`src/rtl/usb_utm_rx.sv`:
```
// USB full-speed UTM receiver: synchronises D+/D-, recovers bit timing by oversampling,
// NRZI-decodes and unstuffs the bit stream, frames SYNC/EOP and delivers bytes on UTMI rx.
module usb_utm_rx #(
  parameter int CLK_PER_BIT = 4,
  parameter int SYNC_ZEROS  = 4
) (
  input  logic       clk,
  input  logic       rst,
  input  logic       dp_rx,
  input  logic       dn_rx,
  input  logic       tx_oen,
  input  logic       suspend_m,
  output logic [1:0] line_state,
  output logic [7:0] data_out,
  output logic       rx_valid,
  output logic       rx_active,
  output logic       rx_error
);

  localparam int PH_W = $clog2(CLK_PER_BIT);
  localparam int ZW   = $clog2(SYNC_ZEROS + 1);
  localparam logic [PH_W-1:0] PH_SAMPLE = PH_W'(CLK_PER_BIT / 2);
  localparam logic [ZW-1:0]   ZEROS_MIN = ZW'(SYNC_ZEROS);
  localparam logic [1:0] LS_SE0 = 2'b00;
  localparam logic [1:0] LS_J   = 2'b01;
  localparam logic [1:0] LS_K   = 2'b10;

  typedef enum logic [2:0] {
    RX_IDLE_S,
    RX_SYNC_S,
    RX_DATA_S,
    RX_EOP_S,
    RX_ERR_S
  } rx_state_e;

  logic [1:0]      sync1_q, sync2_q, ls_q, ls_prev_q;
  logic [PH_W-1:0] phase_q, phase_cur;
  logic            trans, smp, se0, lvl, dbit, stuff_err, stuffed, blocked;

  rx_state_e       state_q, state_d;
  logic [2:0]      ones_q, ones_d;
  logic [2:0]      bitcnt_q, bitcnt_d;
  logic [ZW-1:0]   zeros_q, zeros_d;
  logic [1:0]      cnt_q, cnt_d;
  logic            prev_q, prev_d;
  logic [7:0]      shift_q, shift_d;
  logic [7:0]      data_q, data_d;
  logic            valid_q, valid_d;
  logic            err_q, err_d;
  logic            active_q, active_d;

  // Stage p0..p2: two-flop synchroniser plus line-state register; line bits are {dn, dp}.
  always_ff @(posedge clk or negedge rst) begin
    if (!rst) begin
      sync1_q   <= LS_J;
      sync2_q   <= LS_J;
      ls_q      <= LS_J;
      ls_prev_q <= LS_J;
      phase_q   <= '0;
    end else begin
      sync1_q   <= {dn_rx, dp_rx};
      sync2_q   <= sync1_q;
      ls_q      <= sync2_q;
      ls_prev_q <= ls_q;
      phase_q   <= phase_cur + 1'b1;
    end
  end

  // Any line change realigns the bit cell so the sample lands mid-bit.
  assign trans     = (ls_q != ls_prev_q);
  assign phase_cur = trans ? '0 : phase_q;
  assign smp       = (phase_cur == PH_SAMPLE);
  assign se0       = (ls_q == LS_SE0);
  assign lvl       = ls_q[0];
  assign dbit      = (lvl == prev_q);
  assign stuff_err = (ones_q == 3'd6) && dbit;
  assign stuffed   = (ones_q == 3'd6) && !dbit;
  assign blocked   = tx_oen || !suspend_m;

  always_comb begin
    state_d  = state_q;
    ones_d   = ones_q;
    bitcnt_d = bitcnt_q;
    zeros_d  = zeros_q;
    cnt_d    = cnt_q;
    prev_d   = prev_q;
    shift_d  = shift_q;
    data_d   = data_q;
    valid_d  = 1'b0;
    err_d    = 1'b0;
    active_d = active_q;

    if (blocked) begin
      state_d  = RX_IDLE_S;
      active_d = 1'b0;
    end else begin
      case (state_q)
        RX_IDLE_S: begin
          active_d = 1'b0;
          if (ls_q == LS_K) begin
            state_d = RX_SYNC_S;
            prev_d  = 1'b1;
            ones_d  = '0;
            zeros_d = '0;
          end
        end

        RX_SYNC_S: begin
          if (smp) begin
            if (se0 || stuff_err) begin
              state_d = RX_IDLE_S;
            end else begin
              prev_d = lvl;
              if (stuffed) begin
                ones_d = '0;
              end else if (dbit) begin
                ones_d = ones_q + 3'd1;
                if (zeros_q == ZEROS_MIN) begin
                  state_d  = RX_DATA_S;
                  active_d = 1'b1;
                  bitcnt_d = '0;
                end else begin
                  zeros_d = '0;
                end
              end else begin
                ones_d = '0;
                if (zeros_q != ZEROS_MIN) zeros_d = zeros_q + 1'b1;
              end
            end
          end
        end

        RX_DATA_S: begin
          if (smp) begin
            if (se0) begin
              cnt_d = '0;
              if (bitcnt_q == 3'd0) begin
                state_d = RX_EOP_S;
              end else begin
                state_d  = RX_ERR_S;
                err_d    = 1'b1;
                active_d = 1'b0;
              end
            end else if (stuff_err) begin
              state_d  = RX_ERR_S;
              err_d    = 1'b1;
              active_d = 1'b0;
              cnt_d    = '0;
            end else begin
              prev_d = lvl;
              if (stuffed) begin
                ones_d = '0;
              end else begin
                ones_d   = dbit ? ones_q + 3'd1 : 3'd0;
                shift_d  = {dbit, shift_q[7:1]};
                bitcnt_d = bitcnt_q + 3'd1;
                if (bitcnt_q == 3'd7) begin
                  data_d  = shift_d;
                  valid_d = 1'b1;
                end
              end
            end
          end
        end

        // SE0 seen on four consecutive samples is a bus reset, not an EOP.
        RX_EOP_S: begin
          if (smp) begin
            if (se0) begin
              if (cnt_q == 2'd2) begin
                state_d  = RX_IDLE_S;
                active_d = 1'b0;
              end else begin
                cnt_d = cnt_q + 2'd1;
              end
            end else begin
              state_d  = RX_IDLE_S;
              active_d = 1'b0;
            end
          end
        end

        RX_ERR_S: begin
          active_d = 1'b0;
          if (smp) begin
            if (ls_q == LS_J) begin
              if (cnt_q == 2'd1) state_d = RX_IDLE_S;
              else               cnt_d   = cnt_q + 2'd1;
            end else begin
              cnt_d = '0;
            end
          end
        end

        default: begin
          state_d  = RX_IDLE_S;
          active_d = 1'b0;
        end
      endcase
    end
  end

  // Stage p3: FSM, counters and registered UTMI outputs.
  always_ff @(posedge clk or negedge rst) begin
    if (!rst) begin
      state_q  <= RX_IDLE_S;
      ones_q   <= '0;
      bitcnt_q <= '0;
      zeros_q  <= '0;
      cnt_q    <= '0;
      prev_q   <= 1'b1;
      data_q   <= '0;
      valid_q  <= 1'b0;
      err_q    <= 1'b0;
      active_q <= 1'b0;
    end else begin
      state_q  <= state_d;
      ones_q   <= ones_d;
      bitcnt_q <= bitcnt_d;
      zeros_q  <= zeros_d;
      cnt_q    <= cnt_d;
      prev_q   <= prev_d;
      data_q   <= data_d;
      valid_q  <= valid_d;
      err_q    <= err_d;
      active_q <= active_d;
    end
  end

  always_ff @(posedge clk) begin
    shift_q <= shift_d;
  end

  assign line_state = ls_q;
  assign data_out   = data_q;
  assign rx_valid   = valid_q;
  assign rx_active  = active_q;
  assign rx_error   = err_q;

endmodule

```
`config.mk`:
```
export PLATFORM = sky130hd
export DESIGN_NAME = usb_utm_rx
export DESIGN_NICKNAME = d
export VERILOG_FILES = /design/src/rtl/usb_utm_rx.sv
export SDC_FILE = /design/constraint.sdc
export NUM_CORES = 1
export LEC_CHECK = 0
export CORE_UTILIZATION = 54
export CTS_BUF_LIST = sky130_fd_sc_hd__clkbuf_8
export DETAILED_ROUTE_END_ITERATION = 8
export PLACE_DENSITY = 0.86
export SYNTH_ARGS = -nofsm -noshare
export SYNTH_HDL_FRONTEND = slang
export SYNTH_SLANG_ARGS = --single-unit
```
`constraint.sdc`:
```
create_clock -name clk -period 2.5 [get_ports clk]
set_input_delay 0.75 -clock clk [delete_from_list [all_inputs] [get_ports clk]]
set_output_delay 0.75 -clock clk [all_outputs]
set_load 0.005 [all_outputs]
```
Word level (Yosys, flattened, before mapping)
Cells that the tools add are included.
Storage, ports and cells
  register bits: 44
Operators by class
  add/sub/neg operators: 5
  equality and inequality tests: 50
  mux-type cells: 89
  bitwise gates (word level): 4
  reductions and logical operators: 21
Operators by type and width (count)
  $mux W3: 40
  $ne A3 B3 Y1 const B: 16
  $mux W1: 32
  $ne A2 B2 Y1 const B: 14
  $ne A4 B4 Y1 const B: 6
  $mux W2: 10
  $reduce_and A8 Y1: 2
  $pmux W3 S5: 1
  $eq A3 B3 Y1 const B: 4
  $pmux W3 S2: 2
  $reduce_and A12 Y1: 1
  $reduce_and A11 Y1: 1
  $reduce_and A10 Y1: 1
  $add A3 B1 Y3 const B: 3
  $pmux W3 S3: 1
  $reduce_and A9 Y1: 1
  $reduce_and A7 Y1: 1
  $eq A2 B2 Y1 const B: 3
  $eq A3 B2 Y1 const B: 2
  $logic_not A3 Y1: 2
  $pmux W1 S3: 2
  $pmux W2 S3: 1
  $reduce_and A6 Y1: 1
  $reduce_bool A3 Y1: 2
  11 further kinds: 20

Depth between registers and ports, before layout
Gate-level depths: netlist of the first run.
  word-level depth: 9
  mapped depth: 11
  depth with buffers taken out: 9

Worst setup path before layout of the first run
OpenSTA, ideal clock, no wires.
  path type: register to register
  start: register ls_q[0] (netlist: line_state[0])
  end: register data_q[0] (netlist: data_out[0])
  library setup time: 0.125 ns
  arrival time: 2.411 ns
  setup slack: -0.035 ns
  cell stages (with the launch flop): 11
  path buffers: 2
  path through: dfstp_2 buf_2 buf_2 xor2_1 nor2_1 and2_1 ha_1 nand2_1 nor3b_4 nand2_4 mux2_2
Between the ends
  longest elaborated chain between the ends: 5
  elaborated cells on any way between the ends: 12
Ends and longest elaborated chain
  start, declared: line 36  | logic [1:0] sync1_q, sync2_q, ls_q, ls_prev_q;
  start signal, assigned: line 63  | ls_q <= sync2_q;
  branches (longest 4 deep; another with $ne A2 B2 Y1)
  $reduce_and A7 Y1 (no line) *
  end signal, assigned: line 223  | data_q <= data_d;
  end, declared: line 47  | logic [7:0] data_q, data_d;
Every way passes the cells marked *.
A chain may end at the register's enable or synchronous reset.

Worst setup path in the final report of the first run
  start: register ls_q[0] (netlist: line_state[0])
  end: output port line_state[0]
RTL lines
  end, declared: line 13  | output logic [1:0] line_state,
No word-level cell between the ends.

==> results of run 1 <==
-- metal layers --
layer	vias to the layer above	track usage [%]
li1	731	-
met1	714	27.3
met2	50	35.3
met3	12	5.73
met4	0	8.15
met5	-	0
-- registers in the layout, summed over array words and instances (netlist names) --
name	count
phase_q	2
rx_valid	1
prev_q	1
data_out	8
ls_prev_q	2
rx_active	1
line_state	2
shift_q	7
state_q	3
cnt_q	2
sync1_q	2
sync2_q	2
ones_q	3
rx_error	1
zeros_q	3
bitcnt_q	3
-- report_power, final --
| group | switching (W) | internal [W] | total [W] |
|---|---|---|---|
| clock network | 0.000225 | 0.000191 | 0.000416 |
| logic | 0.0000870 | 0.0000600 | 0.000147 |
| registers | 0.0000173 | 0.000738 | 0.000755 |
| total | 0.000329 | 0.000989 | 0.00132 |
-- cell families (layout without fill, tap and decap cells) --
logic type                 after synthesis  count (layout)  synth area share, %
AOI/OAI and AO/OA                       39              39                 13.9
xor gates and xnor gates                 4               4                 1.97
adders and majority gates               10              10                 5.78
buffers and inverters                   20              47                 4.05
DFF                                     43              43                 51.6
muxes                                   14              14                 7.11
and+or+nand+nor                         58              58                 15.6
-- metrics by stage --
stage / util [%] / setup TNS [ns] / hold WS, ns / total power (W)
2_1_floorplan: - / 0 / 0.331 / 0.000861
3_3_place_gp: 64.8 / 0 / 0.332 / 0.000910
3_5_place_dp: 64.8 / -0.0291 / 0.339 / 0.000913
4_1_cts: 67.0 / 0 / 0.357 / 0.00133
5_1_grt: 67.3 / 0 / 0.363 / 0.00138
6_report: 67.3 / 0 / 0.353 / 0.00132
-- final cells by class --
type	count	area [um2]	area share (%)
clock buffer	5	68.8	2.73
timing repair buffer	26	240	9.54
inverter	13	48.8	1.94
sequential	43	1120	44.4
tap	48	60.1	2.38
multi-input combinational	125	967	38.4
clock inverter	3	16.3	0.646
-- cells in the final DEF (no fill, tap or decap), types with 4 or more instances in the layout --
| cell | Yosys | layout |
|---|---|---|
| sky130_fd_sc_hd__nor2_1 | 13 | 13 |
| sky130_fd_sc_hd__o21ai_0 | 4 | 4 |
| sky130_fd_sc_hd__nand2_1 | 10 | 10 |
| sky130_fd_sc_hd__clkbuf_8 | 0 | 5 |
| sky130_fd_sc_hd__clkdlybuf4s50_1 | 0 | 18 |
| sky130_fd_sc_hd__a21oi_1 | 6 | 6 |
| sky130_fd_sc_hd__ha_1 | 10 | 9 |
| sky130_fd_sc_hd__nand3_1 | 4 | 4 |
| sky130_fd_sc_hd__edfxtp_1 | 7 | 7 |
| sky130_fd_sc_hd__inv_1 | 13 | 14 |
| sky130_fd_sc_hd__buf_4 | 0 | 8 |
| sky130_fd_sc_hd__mux2_2 | 11 | 11 |
| sky130_fd_sc_hd__dfrtp_1 | 31 | 31 |
| sky130_fd_sc_hd__nor2b_1 | 5 | 5 |
| sky130_fd_sc_hd__nand2b_1 | 4 | 4 |
| sky130_fd_sc_hd__dfstp_2 | 5 | 5 |
-- worst max-delay path: stages, from the launching register on --
cell,delay (ns)
sky130_fd_sc_hd__dfstp_2,0.54
sky130_fd_sc_hd__buf_4,0.23
sky130_fd_sc_hd__clkdlybuf4s50_1,0.54
-- synth_stat cells (2+ instances only) --
library cell | n | share of area, %
sky130_fd_sc_hd__a211oi_1 | 3 | 1.0
sky130_fd_sc_hd__a21o_1 | 2 | 0.69
sky130_fd_sc_hd__a21oi_1 | 6 | 1.4
sky130_fd_sc_hd__a22o_1 | 2 | 0.81
sky130_fd_sc_hd__a2bb2oi_1 | 2 | 0.81
sky130_fd_sc_hd__a31oi_1 | 2 | 0.58
sky130_fd_sc_hd__and2_1 | 3 | 0.87
sky130_fd_sc_hd__buf_2 | 4 | 0.93
sky130_fd_sc_hd__clkbuf_1 | 2 | 0.35
sky130_fd_sc_hd__dfrtp_1 | 31 | 36
sky130_fd_sc_hd__dfstp_2 | 5 | 6.1
sky130_fd_sc_hd__edfxtp_1 | 7 | 9.7
sky130_fd_sc_hd__ha_1 | 10 | 5.8
sky130_fd_sc_hd__inv_1 | 13 | 2.3
sky130_fd_sc_hd__mux2_2 | 11 | 5.7
sky130_fd_sc_hd__mux2i_1 | 3 | 1.4
sky130_fd_sc_hd__nand2_1 | 10 | 1.7
sky130_fd_sc_hd__nand2b_1 | 4 | 1.2
sky130_fd_sc_hd__nand3_1 | 4 | 0.93
sky130_fd_sc_hd__nand3b_1 | 2 | 0.69
sky130_fd_sc_hd__nor2_1 | 13 | 2.3
sky130_fd_sc_hd__nor2b_1 | 5 | 1.4
sky130_fd_sc_hd__nor3_1 | 3 | 0.69
sky130_fd_sc_hd__nor4b_1 | 3 | 1.2
sky130_fd_sc_hd__o21ai_0 | 4 | 0.93
sky130_fd_sc_hd__o22ai_1 | 2 | 0.58
sky130_fd_sc_hd__o311a_1 | 2 | 0.93
sky130_fd_sc_hd__o31ai_1 | 2 | 0.69
sky130_fd_sc_hd__or3_1 | 3 | 0.87
sky130_fd_sc_hd__xor2_1 | 2 | 0.81
-- how the worst min path moves through the flow --
stage               start            end  slack (ns)  depth (start not counted)
3_5_place_dp   sync2_q[1]  line_state[1]        0.34                          0
4_1_cts        sync2_q[1]  line_state[1]        0.36                          0
2_1_floorplan  sync2_q[1]  line_state[1]        0.33                          0
3_3_place_gp   sync2_q[1]  line_state[1]        0.33                          0
5_1_grt        sync1_q[0]     sync2_q[0]        0.36                          0
6_report       sync2_q[1]  line_state[1]        0.35                          0
==> flow_summary.yaml, run 1 <==
status:
  outcome: "finished clean"
worst_setup_path:
  r2r-start: "line_state[0]"
  cp.arrival_ns: 1.61
  cp-endpoint: "line_state[0]"
  destination_of_the_worst_register_to_register_timing_path: "cnt_q[1]"
  critPathRequiredTime_ns: 1.75
  element_type_at_the_critical_path_end: "output pin"
  critical_path_class: "reg2out"
  setup.worst_path.start_class: "register"
  worst_r2r_path_depth: 6
  worst-path-max-fanout: 18
  crit_start: "line_state[0]"
  r2r_slack_ns: 0.24
routing:
  met2_length_mm: 1.94
  met3_wl_um: 201
  drcViolationCount: 0
  drt_first_pass_iters: 4
  postRouteWirelength_mm: 3.93
  route.top_layer_used: "met4"
  post_drt_wl_per_cell_um: 14.9
  avgViaCountPerCell: 5.73
  detailroute.via_count: 1507
  initialDrtViolationCount: 88
  detail-route-antenna-nets: 0
  wirelength_met1_mm: 1.71
logic_synthesis:
  synth_enable_flop_cells: 7
  postSynth.asyncResetShare_pct: 83.7
  syn_area_cell_um2: 11.5
  syn_warnings: 0
  synth_seq_cells: 43
  yosys.cell_types.count: 53
  synth.net_count: 204
  syn_area_um2: 2160
  synth.yosys.seq_area_share_pct: 51.6
  netlist_instances: 188
  postSynth.topFlopCell: "sky130_fd_sc_hd__dfrtp_1"
global_route:
  grt_usage_pct: 21.6
  grt_start_max_net_pins: 37
  initial_antenna_violation_count: 0
  grt_first_pass_wirelength_mm: 6.88
  grt_pass1_vias: 1479
  grt_overflow: 0
cts:
  cts.clk_slew.worst_paths_ns: 0.07
  tritoncts_clock_tree: "yes"
  clkLatencyLatePin_ns: 0.29
  tritoncts.num_buffers: 5
  clock_root_cell: "sky130_fd_sc_hd__clkbuf_8"
  cts_max_level: 2
  post_cts_buffers: 0
  clockBufferDepth: 2
  post_cts_hold_buffer_count: 0
  cts_resized: 0
  cts_num_sinks: 43
floorplanning:
  floorplan.die.width_um: 65.3
  fp.coreArea_um2: 3740
  io_pins: 19
  die_y_um: 65.3
  row_count: 22
  floorplan.initialDensity_pct: 57.8
  floorplan.die_area_um2: 4260
finish:
  finalNetCount: 230
  finish.cell_count_without_fillers: 263
  insertedDiodeCount: 0
  syn2layout_area_growth_pct: 16.4
  share_of_layout_cells_above_drive_strength_1_pct: 20.5
  fillers: 318
  final_design_area_no_fill_um2: 2520
sta:
  skew_ns: 0.00386
  rsz_0062_raised_after_global_routing: "false"
  hold_violations: 0
  final_min_period_over_clock_period_pct: 94.4
  layout_setup_ws_ns: 0.140
  maxSlewHeadroom_pct: 56.2
  report.final.slew_viol_count: 0
  period_minus_slack_ns: 2.36
  worst_slew_pin_slew_ns: 0.648
  fmaxAchievable_ghz: 0.424
  final-setup-viol-count: 0
placement:
  dp.final_hpwl_mm: 2.79
  gp_congestion: 0.874
  placed_area_um2: 2420
  post-place-cells: 255
  port_buffers: 18
  pre_cts_ws_ns: -0.0146
flow_run:
  maxCapViolCount: 0
min_path:
  hold_path.class: "reg2reg"
power:
  leakage_power_nw: 1.11
  worst_ir_drop_vdd_mv: 0.337
  power.density_nw_per_um2: 523
No activity file was read; power rests on OpenSTA's default activity.
==> inputs of run 2 (changes only) <==
Settings changed: CORE_UTILIZATION 54 to 55, DONT_BUFFER_PORTS from default to 1, PLACE_DENSITY 0.86 to 0.81.
==> flow_summary.yaml, run 2 (same netlist as run 1, synthesis figures left out) <==
min_path:
  hold_path.class: "in2async"
floorplanning:
  io_pins: 19
  floorplan.initialDensity_pct: 58.2
  floorplan.die_area_um2: 4190
  floorplan.die.width_um: 64.7
  die_y_um: 64.7
  fp.coreArea_um2: 3720
  row_count: 22
cts:
  cts_num_sinks: 43
  post_cts_buffers: 0
  clock_root_cell: "sky130_fd_sc_hd__clkbuf_8"
  cts_max_level: 2
  clkLatencyLatePin_ns: 0.30
  clockBufferDepth: 2
  cts.clk_slew.worst_paths_ns: 0.09
  tritoncts_clock_tree: "yes"
  tritoncts.num_buffers: 5
routing:
  detailroute.via_count: 1450
  detail-route-antenna-nets: 0
  avgViaCountPerCell: 5.97
  postRouteWirelength_mm: 4.15
  initialDrtViolationCount: 124
  drt_first_pass_iters: 5
  post_drt_wl_per_cell_um: 17.1
  drcViolationCount: 0
finish:
  postLayoutCoreUtil_pct: 63.2
  fillers: 308
  finalNetCount: 210
  layout.cells.most_common: "sky130_fd_sc_hd__dfrtp_1"
  share_of_layout_cells_above_drive_strength_1_pct: 21.0
  mostFrequentLayoutCells: "sky130_fd_sc_hd__dfrtp_1, sky130_fd_sc_hd__inv_1, sky130_fd_sc_hd__nor2_1, sky130_fd_sc_hd__mux2_2"
  syn2layout_area_growth_pct: 8.50
  insertedDiodeCount: 0
  largest_register_ff_count: 8
sta:
  final-setup-viol-count: 0
  worst_slew_pin_slew_ns: 0.611
  hold_violations: 0
  timing.setup.tns_ns: 0
  maxSlewHeadroom_pct: 58.7
  report.final.slew_viol_count: 0
  skew_ns: 0.0133
  fmaxAchievable_ghz: 0.444
  rsz_0062_raised_after_global_routing: "false"
  whs_ns: 0.133
  period_minus_slack_ns: 2.25
  final_min_period_over_clock_period_pct: 90.2
power:
  worst_ir_drop_vdd_mv: 0.392
  leakage_power_nw: 1.05
  power.density_nw_per_um2: 606
  totalPowerFinal_w: 0.00142
global_route:
  grt_start_max_net_pins: 37
  grt_overflow: 0
  grt_first_pass_wirelength_mm: 7.16
  grt_usage_pct: 23.1
  initial_antenna_violation_count: 0
  grt_pass1_vias: 1507
worst_setup_path:
  worst-path-max-fanout: 8
  critPathRequiredTime_ns: 2.75
  critical_path_class: "reg2reg"
  setup.worst_path.start_class: "register"
  cp_slowest_cell: "sky130_fd_sc_hd__dfstp_2"
  element_type_at_the_critical_path_end: "register"
  cp.arrival_ns: 2.50
  timing.critical_path.slowest_cell_delay_ns: 0.58
  critical_path.cell_chain: "xor2_1 -> nor2_1 -> and2_1 -> ha_1 -> nand2b_1 -> a211oi_1 -> o221ai_2 -> nor4b_1 -> a21o_1"
placement:
  port_buffers: 0
  gp_congestion: 0.902
  dp.final_hpwl_mm: 3.02
flow_run:
  maxCapViolCount: 0
status:
  outcome: "finished clean"
[run 2: cell types whose count changed in the layout (fill, tap and decap cells not counted), sizes merged]
cell           change
clkdlybuf4s50     -18
clkinvlp           -1
buf                -2
bufinv             +1
[run 2: final cells by class]
| type | instances | area [um2] | share of cell area (%) |
|---|---|---|---|
| sequential | 43 | 1120 | 47.6 |
| clock inverter | 3 | 42.5 | 1.81 |
| timing repair buffer | 6 | 45.0 | 1.92 |
| tap | 48 | 60.1 | 2.56 |
| clock buffer | 5 | 68.8 | 2.93 |
| multi-input combinational | 125 | 965 | 41.1 |
| inverter | 13 | 48.8 | 2.08 |
[run 2: per-layer routing]
layer	part of all wire, %	global-route usage (%)	routed length [um]	vias up
met5	0	0	0	-
met4	1.3	8.61	52	0
met3	3.6	5.11	151	4
met2	52	39.1	2160	38
met1	43	28.6	1780	725
li1	-	-	-	683
[run 2: stage by stage]
step / instance area (um2) / cells / setup WS [ns]
global placement: 2230 / 235 / 0.275
CTS: 2340 / 243 / 0.134
finish: 2350 / 243 / 0.246
floorplan: 2170 / 188 / 0.0305
global route: 2350 / 243 / 0.0728
detailed placement: 2230 / 235 / 0.158
[run 2: worst max-delay path, delay by kind of cell (launching register included)]
kind / cells / cell delay [ns]
adder cells (fa/ha/maj): 1 / 0.24
AO/OA/AOI/OAI: 3 / 0.64
AND/OR/NAND/NOR: 4 / 0.68
XOR/XNOR: 1 / 0.08
flip-flops: 1 / 0.58
[run 2: power by group]
group          leakage [nW]  total (W)  switching (W)  internal (W)
Clock                0.0562   0.000543       0.000245      0.000298
Sequential            0.533   0.000758      0.0000203      0.000738
Combinational         0.457   0.000122      0.0000753     0.0000466
[run 2: what timing repair did]
action,CTS,global route
setup endpoints to repair,0,1
resized for setup,0,1
hold buffers,0,0
[run 2: path summary, 6_finish.rpt]
check	start	to	slack, ns	cells after the start
max	line_state[0]	ones_q[2]	0.25	9
min	rst	state_q[2]	0.13	0
max reg2reg	line_state[0]	ones_q[2]	0.25	9
min reg2reg	sync2_q[1]	line_state[1]	0.35	0
max in group asynchronous	rst	sync1_q[0]	2.18	0
min in group clk	sync2_q[1]	line_state[1]	0.35	0
